===== src/rtl/vend_multi.sv =====
// Token vending controller: N products, per-product price, saturating credit, cancel/timeout refund, optional change return.
// Latency: every output is registered and reflects an input one clk after it is sampled; reset clears the outputs asynchronously.
// Backpressure: coffee_select/coffee_select_done are held until dispense_done; tokens offered while the credit cannot take them get token_reject.
module vend_multi #(
    parameter int N_PRODUCTS  = 3,
    parameter int CREDIT_W    = 8,
    parameter logic [N_PRODUCTS*CREDIT_W-1:0] PRICES = {8'd3, 8'd2, 8'd1},
    parameter int MAX_CREDIT  = 15,
    parameter int TIMEOUT_CYC = 1000,
    parameter int CHANGE_MODE = 1,
    localparam int SEL_W      = $clog2(N_PRODUCTS + 1)
) (
    input  logic                  clk,
    input  logic                  reset,
    input  logic                  token_in,
    input  logic [N_PRODUCTS-1:0] button,
    input  logic                  cancel,
    input  logic                  dispense_done,
    output logic                  coffee_select_done,
    output logic [SEL_W-1:0]      coffee_select,
    output logic                  token_reject,
    output logic                  refund_valid,
    output logic [CREDIT_W-1:0]   refund_tokens,
    output logic [CREDIT_W-1:0]   credit
);

    // The idle counter only has to count up to TIMEOUT_CYC-1, where it fires.
    localparam int TMO_W = (TIMEOUT_CYC > 1) ? $clog2(TIMEOUT_CYC) : 1;
    localparam logic [TMO_W-1:0]    TMO_LAST = TMO_W'((TIMEOUT_CYC > 0) ? TIMEOUT_CYC - 1 : 0);
    localparam logic [CREDIT_W-1:0] CRED_MAX = CREDIT_W'(MAX_CREDIT);

    typedef enum logic [1:0] {
        ST_IDLE,
        ST_CREDIT,
        ST_DISPENSE,
        ST_REFUND
    } state_t;

    state_t              state, state_nx;
    logic [TMO_W-1:0]    tmo_cnt, tmo_nx;
    logic [CREDIT_W-1:0] credit_nx;
    logic [SEL_W-1:0]    sel_nx;
    logic                done_nx;
    logic                rej_nx;
    logic                rv_nx;
    logic [CREDIT_W-1:0] rt_nx;

    logic                btn_hit;
    logic [SEL_W-1:0]    btn_sel;
    logic [CREDIT_W-1:0] sel_price;
    logic [CREDIT_W-1:0] remainder;

    // Pick the lowest affordable pressed button; look up the price of the product being dispensed.
    always_comb begin
        btn_hit   = 1'b0;
        btn_sel   = '0;
        sel_price = '0;
        for (int i = N_PRODUCTS - 1; i >= 0; i--) begin
            if (button[i] && (PRICES[i*CREDIT_W +: CREDIT_W] <= credit)) begin
                btn_hit = 1'b1;
                btn_sel = SEL_W'(i + 1);
            end
            if (coffee_select == SEL_W'(i + 1)) begin
                sel_price = PRICES[i*CREDIT_W +: CREDIT_W];
            end
        end
        // The selection was affordable when made, but never let credit wrap.
        remainder = (sel_price <= credit) ? credit - sel_price : '0;
    end

    // Next-state and next-output logic; pulses default low, held outputs default to their current value.
    always_comb begin
        state_nx  = state;
        tmo_nx    = tmo_cnt;
        credit_nx = credit;
        sel_nx    = coffee_select;
        done_nx   = coffee_select_done;
        rej_nx    = 1'b0;
        rv_nx     = 1'b0;
        rt_nx     = '0;
        case (state)
            ST_IDLE: begin
                credit_nx = '0;
                if (token_in) begin
                    credit_nx = CREDIT_W'(1);
                    tmo_nx    = '0;
                    state_nx  = ST_CREDIT;
                end
            end
            ST_CREDIT: begin
                if (cancel) begin
                    tmo_nx   = '0;
                    rv_nx    = 1'b1;
                    rt_nx    = credit;
                    state_nx = ST_REFUND;
                end else if (token_in) begin
                    tmo_nx = '0;
                    if (credit >= CRED_MAX) begin
                        rej_nx = 1'b1;
                    end else begin
                        credit_nx = credit + CREDIT_W'(1);
                    end
                end else if (|button) begin
                    tmo_nx = '0;
                    if (btn_hit) begin
                        sel_nx   = btn_sel;
                        done_nx  = 1'b1;
                        state_nx = ST_DISPENSE;
                    end
                end else if (TIMEOUT_CYC != 0) begin
                    if (tmo_cnt == TMO_LAST) begin
                        tmo_nx   = '0;
                        rv_nx    = 1'b1;
                        rt_nx    = credit;
                        state_nx = ST_REFUND;
                    end else begin
                        tmo_nx = tmo_cnt + TMO_W'(1);
                    end
                end
            end
            ST_DISPENSE: begin
                rej_nx = token_in;
                if (dispense_done) begin
                    sel_nx    = '0;
                    done_nx   = 1'b0;
                    credit_nx = remainder;
                    tmo_nx    = '0;
                    if (remainder == '0) begin
                        state_nx = ST_IDLE;
                    end else if (CHANGE_MODE != 0) begin
                        rv_nx    = 1'b1;
                        rt_nx    = remainder;
                        state_nx = ST_REFUND;
                    end else begin
                        state_nx = ST_CREDIT;
                    end
                end
            end
            ST_REFUND: begin
                rej_nx    = token_in;
                credit_nx = '0;
                state_nx  = ST_IDLE;
            end
            default: begin
                credit_nx = '0;
                sel_nx    = '0;
                done_nx   = 1'b0;
                state_nx  = ST_IDLE;
            end
        endcase
    end

    // State and registered outputs; reset drops everything immediately, including a selection in flight.
    always_ff @(posedge clk or negedge reset) begin
        if (!reset) begin
            state              <= ST_IDLE;
            tmo_cnt            <= '0;
            credit             <= '0;
            coffee_select      <= '0;
            coffee_select_done <= 1'b0;
            token_reject       <= 1'b0;
            refund_valid       <= 1'b0;
            refund_tokens      <= '0;
        end else begin
            state              <= state_nx;
            tmo_cnt            <= tmo_nx;
            credit             <= credit_nx;
            coffee_select      <= sel_nx;
            coffee_select_done <= done_nx;
            token_reject       <= rej_nx;
            refund_valid       <= rv_nx;
            refund_tokens      <= rt_nx;
        end
    end

endmodule


===== config.mk =====
export PLATFORM = sky130hd
export DESIGN_NAME = vend_multi
export DESIGN_NICKNAME = d
export VERILOG_FILES = /design/src/rtl/vend_multi.sv
export SDC_FILE = /design/constraint.sdc
export NUM_CORES = 1
export LEC_CHECK = 0
export CAP_MARGIN = 20
export CORE_MARGIN = 4
export CORE_UTILIZATION = 37
export CTS_CLUSTER_DIAMETER = 50
export CTS_CLUSTER_SIZE = 30
export DETAILED_ROUTE_END_ITERATION = 7
export PLACE_DENSITY = 0.66
export SETUP_SLACK_MARGIN = 0.05
export SKIP_LAST_GASP = 1
export SYNTH_ARGS = -nofsm -noshare
export SYNTH_HDL_FRONTEND = slang
export SYNTH_SLANG_ARGS = --single-unit

===== constraint.sdc =====
create_clock -name clk -period 3.1 [get_ports clk]
set_input_delay 0.465 -clock clk [delete_from_list [all_inputs] [get_ports clk]]
set_output_delay 0.465 -clock clk [all_outputs]
set_load 0.1 [all_outputs]

Word-level counts from Yosys, hierarchy flattened
Cells that the tools add are included.
W data, S select, Z words.
{"block": "totals", "ff_bits": 33, "inputBits": 8, "out_inout_bits": 21}
{"block": "op_classes", "n_addsub": 3, "order_cmp": 5, "n_eq_ne": 18, "n_mux": 62, "n_reduce_logical": 13}
{"operator": "$mux W8", "count": 13}
{"operator": "$mux W10", "count": 6}
{"operator": "$mux W2", "count": 17}
{"operator": "$pmux W8 S4", "count": 1}
{"operator": "$pmux W10 S3", "count": 1}
{"operator": "$mux W1", "count": 18}
{"operator": "$le A2 B8 Y1 const A", "count": 2}
{"operator": "$ne A2 B2 Y1 const B", "count": 8}
{"operator": "$pmux W8 S2", "count": 1}
{"operator": "$add A10 B1 Y10 const B", "count": 1}
{"operator": "$eq A10 B10 Y1 const B", "count": 1}
{"operator": "$add A8 B1 Y8 const B", "count": 1}
{"operator": "$eq A2 B2 Y1 const B", "count": 4}
{"operator": "$ge A8 B4 Y1 const B", "count": 1}
{"operator": "$le A1 B8 Y1 const A", "count": 1}
{"operator": "$le A8 B8 Y1", "count": 1}
{"operator": "$logic_not A8 Y1", "count": 1}
{"operator": "$ne A4 B4 Y1 const B", "count": 2}
{"operator": "$pmux W2 S4", "count": 1}
{"operator": "$sub A8 B8 Y8", "count": 1}
{"operator": "$pmux W1 S2", "count": 3}
{"operator": "$reduce_and A6 Y1", "count": 1}
{"operator": "$reduce_and A5 Y1", "count": 1}
{"operator": "$eq A2 B1 Y1 const B", "count": 2}
{"operator": "10 further kinds", "count": 12}

Depth between registers and ports, before layout
Gate-level depths: netlist of run 1.
{"block": "logic_depth", "depth_word": 10, "depth_mapped": 9, "mapped_depth_nobuf": 9}

Worst setup path before layout of run 1
No wires, ideal clock.
{"block": "synth_timing", "path_kind": "reg2reg", "from": "register credit[0]", "to": "register refund_tokens[2]", "arrival_time_ns": 2.901, "path_slack_ns": 0.117, "path_stages_with_launch": 10, "path_buffers": 0, "period_less_slack_ns": 2.983, "cell_sequence": "dfrtp_1 inv_1 ha_1 inv_1 fa_1 nor3_1 nand3_1 nand2_1 or4b_2 o21ai_0"}
{"block": "synth_via", "elab_chain_len": 6, "word_cells_on_any_way": 7, "classes_between": "1 x add/sub; 1 x order compare; 4 x mux; 1 x reduce/logical"}
{"element": "start, declared", "line": "24", "rtl": "output logic [CREDIT_W-1:0] credit"}
{"element": "start signal, assigned", "line": "167", "rtl": "credit <= credit_nx;"}
{"element": "$sub A8 B8 Y8 or $le A8 B8 Y1 (tied branches)", "line": "68", "rtl": "remainder = (sel_price <= credit) ? credit - sel_price : '0;"}
{"element": "$mux W8 (*)", "line": "68"}
{"element": "$logic_not A8 Y1", "line": "128", "rtl": "if (remainder == '0) begin"}
{"element": "$mux W8 (*)", "line": "128"}
{"element": "$mux W8 (*)", "line": "123", "rtl": "if (dispense_done) begin"}
{"element": "$pmux W8 S2 (*)", "line": "81", "rtl": "case (state)"}
{"element": "via rt_nx[2]", "line": "46", "rtl": "logic [CREDIT_W-1:0] rt_nx;"}
{"element": "end signal, assigned", "line": "172", "rtl": "refund_tokens <= rt_nx;"}
{"element": "end, declared", "line": "23", "rtl": "output logic [CREDIT_W-1:0] refund_tokens,"}
The timed path passes the listed nets; every way through them passes the cells marked *.
A chain may end at the register's enable or synchronous reset.

Worst setup path after layout of run 1
{"block": "layout_timing", "from": "register credit[0]", "to": "register refund_tokens[5]"}
Same word-level chain as after synthesis.

==> results of run 1 <==
==> metrics by stage <==
| step | util | std cells |
|---|---|---|
| after detailed placement | 0.449 | 344 |
| after global placement | 0.449 | 344 |
| after CTS | 0.463 | 352 |
| after floorplan | - | 250 |
| after global routing | 0.463 | 352 |
| final | 0.463 | 352 |
==> sequential cells by signal (all words and copies together) (netlist names) <==
signal and flops:
coffee_select_done 1, tmo_cnt 10, refund_tokens 8, state 2
refund_valid 1, credit 8, coffee_select 2, token_reject 1
==> worst register-to-register path: stages, from the launching register on <==
cell and delay [ps]:
dfrtp_1 480, inv_1 140, ha_1 170, inv_1 50, fa_1 490, nor3_1 400, nand3_1 340, nand2_1 220
o21ai_0 110, o221a_2 260
==> routing by layer <==
| layer | up-vias | global-route usage | part of all wire |
|---|---|---|---|
| met2 | 78 | 0.239 | 0.43 |
| met3 | 8 | 0.0307 | 0.071 |
| li1 | 984 | - | - |
| met4 | 0 | 0.0532 | 0.012 |
| met5 | - | 0 | 0 |
| met1 | 965 | 0.255 | 0.49 |
==> cell type report <==
cell class              instances  area [um^2]
multi-input cells             194         1310
inverters                      10         37.5
well taps                      72         90.1
fillers                       562         3050
clock inverters                 2         10.0
clock buffers                   6         72.6
flip-flops and latches         33          826
repair buffers                 35          280
==> Yosys cell counts, types with 2 or more instances <==
cell type / count / area share
or2_2: 3 / 0.0084
inv_1: 10 / 0.017
nor3_1: 16 / 0.036
a22oi_1: 3 / 0.010
nand3b_1: 2 / 0.0067
a22o_1: 2 / 0.0079
nand4_1: 2 / 0.0056
xnor2_1: 5 / 0.020
o22ai_1: 2 / 0.0056
nand2_1: 18 / 0.030
nor2b_1: 5 / 0.014
o31ai_1: 5 / 0.017
and2_1: 2 / 0.0056
o41a_1: 2 / 0.010
o21ai_0: 16 / 0.036
a31o_2: 2 / 0.0079
dfrtp_1: 33 / 0.37
nand3_1: 7 / 0.016
a21oi_1: 10 / 0.022
o22a_1: 2 / 0.0079
o21a_1: 4 / 0.013
mux2_2: 2 / 0.010
nor3b_1: 2 / 0.0067
a32o_1: 2 / 0.0090
ha_1: 12 / 0.067
buf_1: 2 / 0.0034
a31oi_1: 5 / 0.014
clkbuf_1: 10 / 0.017
xor2_1: 2 / 0.0079
a21o_1: 2 / 0.0067
nand2b_1: 5 / 0.014
nor4b_1: 2 / 0.0079
o221a_2: 2 / 0.010
or3_1: 2 / 0.0056
and3_1: 4 / 0.011
nor4_1: 3 / 0.0084
a32oi_1: 2 / 0.0079
nor2_1: 19 / 0.032
==> kinds of logic after synthesis <==
| kind of cell | after synthesis |
|---|---|
| adder cells (fa/ha/maj) | 13 |
| buffers and inverters | 23 |
| multiplexers | 4 |
| flip-flops | 33 |
| AND/OR/NAND/NOR | 99 |
| XOR/XNOR | 7 |
| AO/OA/AOI/OAI | 71 |
==> worst paths after layout <==
check	from	to	cells after the start
max	credit[0]	refund_tokens[5]	9
max in group asynchronous	reset	refund_tokens[0]	2
min	coffee_select_done	coffee_select_done	1
min in group asynchronous	reset	tmo_cnt[2]	2
min reg2reg	coffee_select_done	coffee_select_done	1
max reg2reg	credit[0]	refund_tokens[5]	9
==> summary.txt, run 1 <==
Clocking
  – Max clock buf depth: 2
  – TritonCTS clock tree: done
  – Post-CTS setup buffer count: 0
  – Clk_lat worst skew: 280 ps
  – H-tree levels: 2
  – CTS sink count: 33
  – PostCTS Resize Cnt: 0
  – CTS Hold Bufs: 0
  – Reg clk slew, reported paths: 70 ps
  – Cts bufs inserted: 5
  – CTS root buf: clkbuf_8

Synthesis
  – Post-synth EDFFs: 0
  – Most common flop cell mapped by yosys: dfrtp_1
  – Mux contribution to synthesized area: 0.0197
  – Synth Instances: 250
  – FFs w/ async S/R, synth: 1.00
  – Net Count, Synth: 271
  – Adder-cell share of the synthesized area: 0.0764
  – Yosys reg bits: 33
  – Compound-Gate Fraction of Synth Area: 0.225
  – Main combinational cell family by area after synthesis: simple AND/OR/NAND/NOR gates
  – Mapped cell area: 2230 um^2
  – Avg Cell Area, Syn: 8.90 um^2
  – Netlist cell types: 59
  – XOR/XNOR share of the synthesized area: 0.0275
  – Simple-Gate Fraction of Synth Area: 0.241
  – Seq/Total Area, Yosys: 0.371
  – Synth warn: 0

Floorplanning
  – CORE AREA: 5680 um^2
  – Row count: 27
  – # IOs: 29
  – Die Wd: 85.6 um
  – Initial Util: 0.392
  – DIE AREA: 7320 um^2
  – Die Y: 85.6 um

Routing
  – Final wirelength: 5780 um
  – DR pass1 iterations: 4
  – Via Count: 2035
  – Drc violations: 0
  – 1st-iter DRT viols: 165
  – Routed len/inst: 16.4 um
  – DR vias/cell: 5.78
  – Antenna-violating nets left: 0

Cells and area
  – Share of layout cells above drive strength 1: 0.175
  – Most common cell after layout, fill and taps aside: dfrtp_1
  – Nets: 300
  – Area growth from synthesis to layout: 18.1%
  – Antenna cells: 0
  – Most frequent cells in the layout: 33 x dfrtp_1, 28 x buf_4, 19 x nor2_1
  – Final Cell Area: 2630 um^2

Setup path
  – Slack of the worst reg-to-reg path: 320 ps
  – Crit path kind: reg2reg
  – Critical-path top delay cell: fa_1
  – CP startpoint kind: register
  – Bufs and invs on worst path: 2
  – Critical path arrival: 2960 ps
  – Delay-heaviest family, CP: simple AND/OR/NAND/NOR gates
  – Worst-path fanout max: 8
  – CP endpoint kind: register
  – Worst stage delay on the critical path: 490 ps
  – WP data required: 3280 ps
  – CP cell instances: inv_1 > ha_1 > inv_1 > fa_1 > nor3_1 > nand3_1 > nand2_1 > o21ai_0 > o221a_2
  – Cell repeated most along the worst path: inv_1

STA
  – Minimum clock period: 2780 ps
  – Unrepaired setup endpoints after global routing: no
  – Final setup margin: 316 ps
  – Clock Skew: 4.98 ps
  – TNS Setup: 0 ps
  – F_max: 359 MHz
  – Worst slew margin: 0.448
  – Final slew viol count: 0
  – Fin crit share: 0.898
  – Slew of the pin with the lowest slew margin: 823 ps
  – Hold slack: 517 ps
  – Final hold violations: 0
  – Final setup fails: 0

Global route
  – Tot GR Track Use: 0.168
  – Total grt overflow: 0
  – First-pass GRT wire length: 9920 um
  – Largest net degree at the start of global routing: 34
  – Antenna violations before repair: 0
  – Vias in the first global route: 1949

Flow run
  – Max-Cap Viols: 0

Place
  – Hpwl dp: 4220 um
  – Dpl ws: 333 ps
  – I/O Buffers: 28
  – RD Place Congestion: 0.927
  – Placed cell area: 2550 um^2

Outcome
  – Status: completed

Min path
  – Worst hold-check path type: reg2reg
Power of run 1 is not shown: default switching activity piles up to over one toggle a cycle in this logic, so the estimate is an artifact.
==> inputs of run 2 (changes only) <==
Settings changed: SETUP_SLACK_MARGIN 0.05 to not set, SKIP_CTS_REPAIR_TIMING set to 1.
==> results of run 2 <==
Final layout, timing and power as in run 1 (identical DEF).
Power of run 2 is left out for the same reason.
==> inputs of run 3 (changes only) <==
Settings changed: CTS_CLUSTER_SIZE 30 to not set.
==> results of run 3 <==
Final layout, timing and power as in run 1 (identical DEF).
Power of run 3 is left out for the same reason.
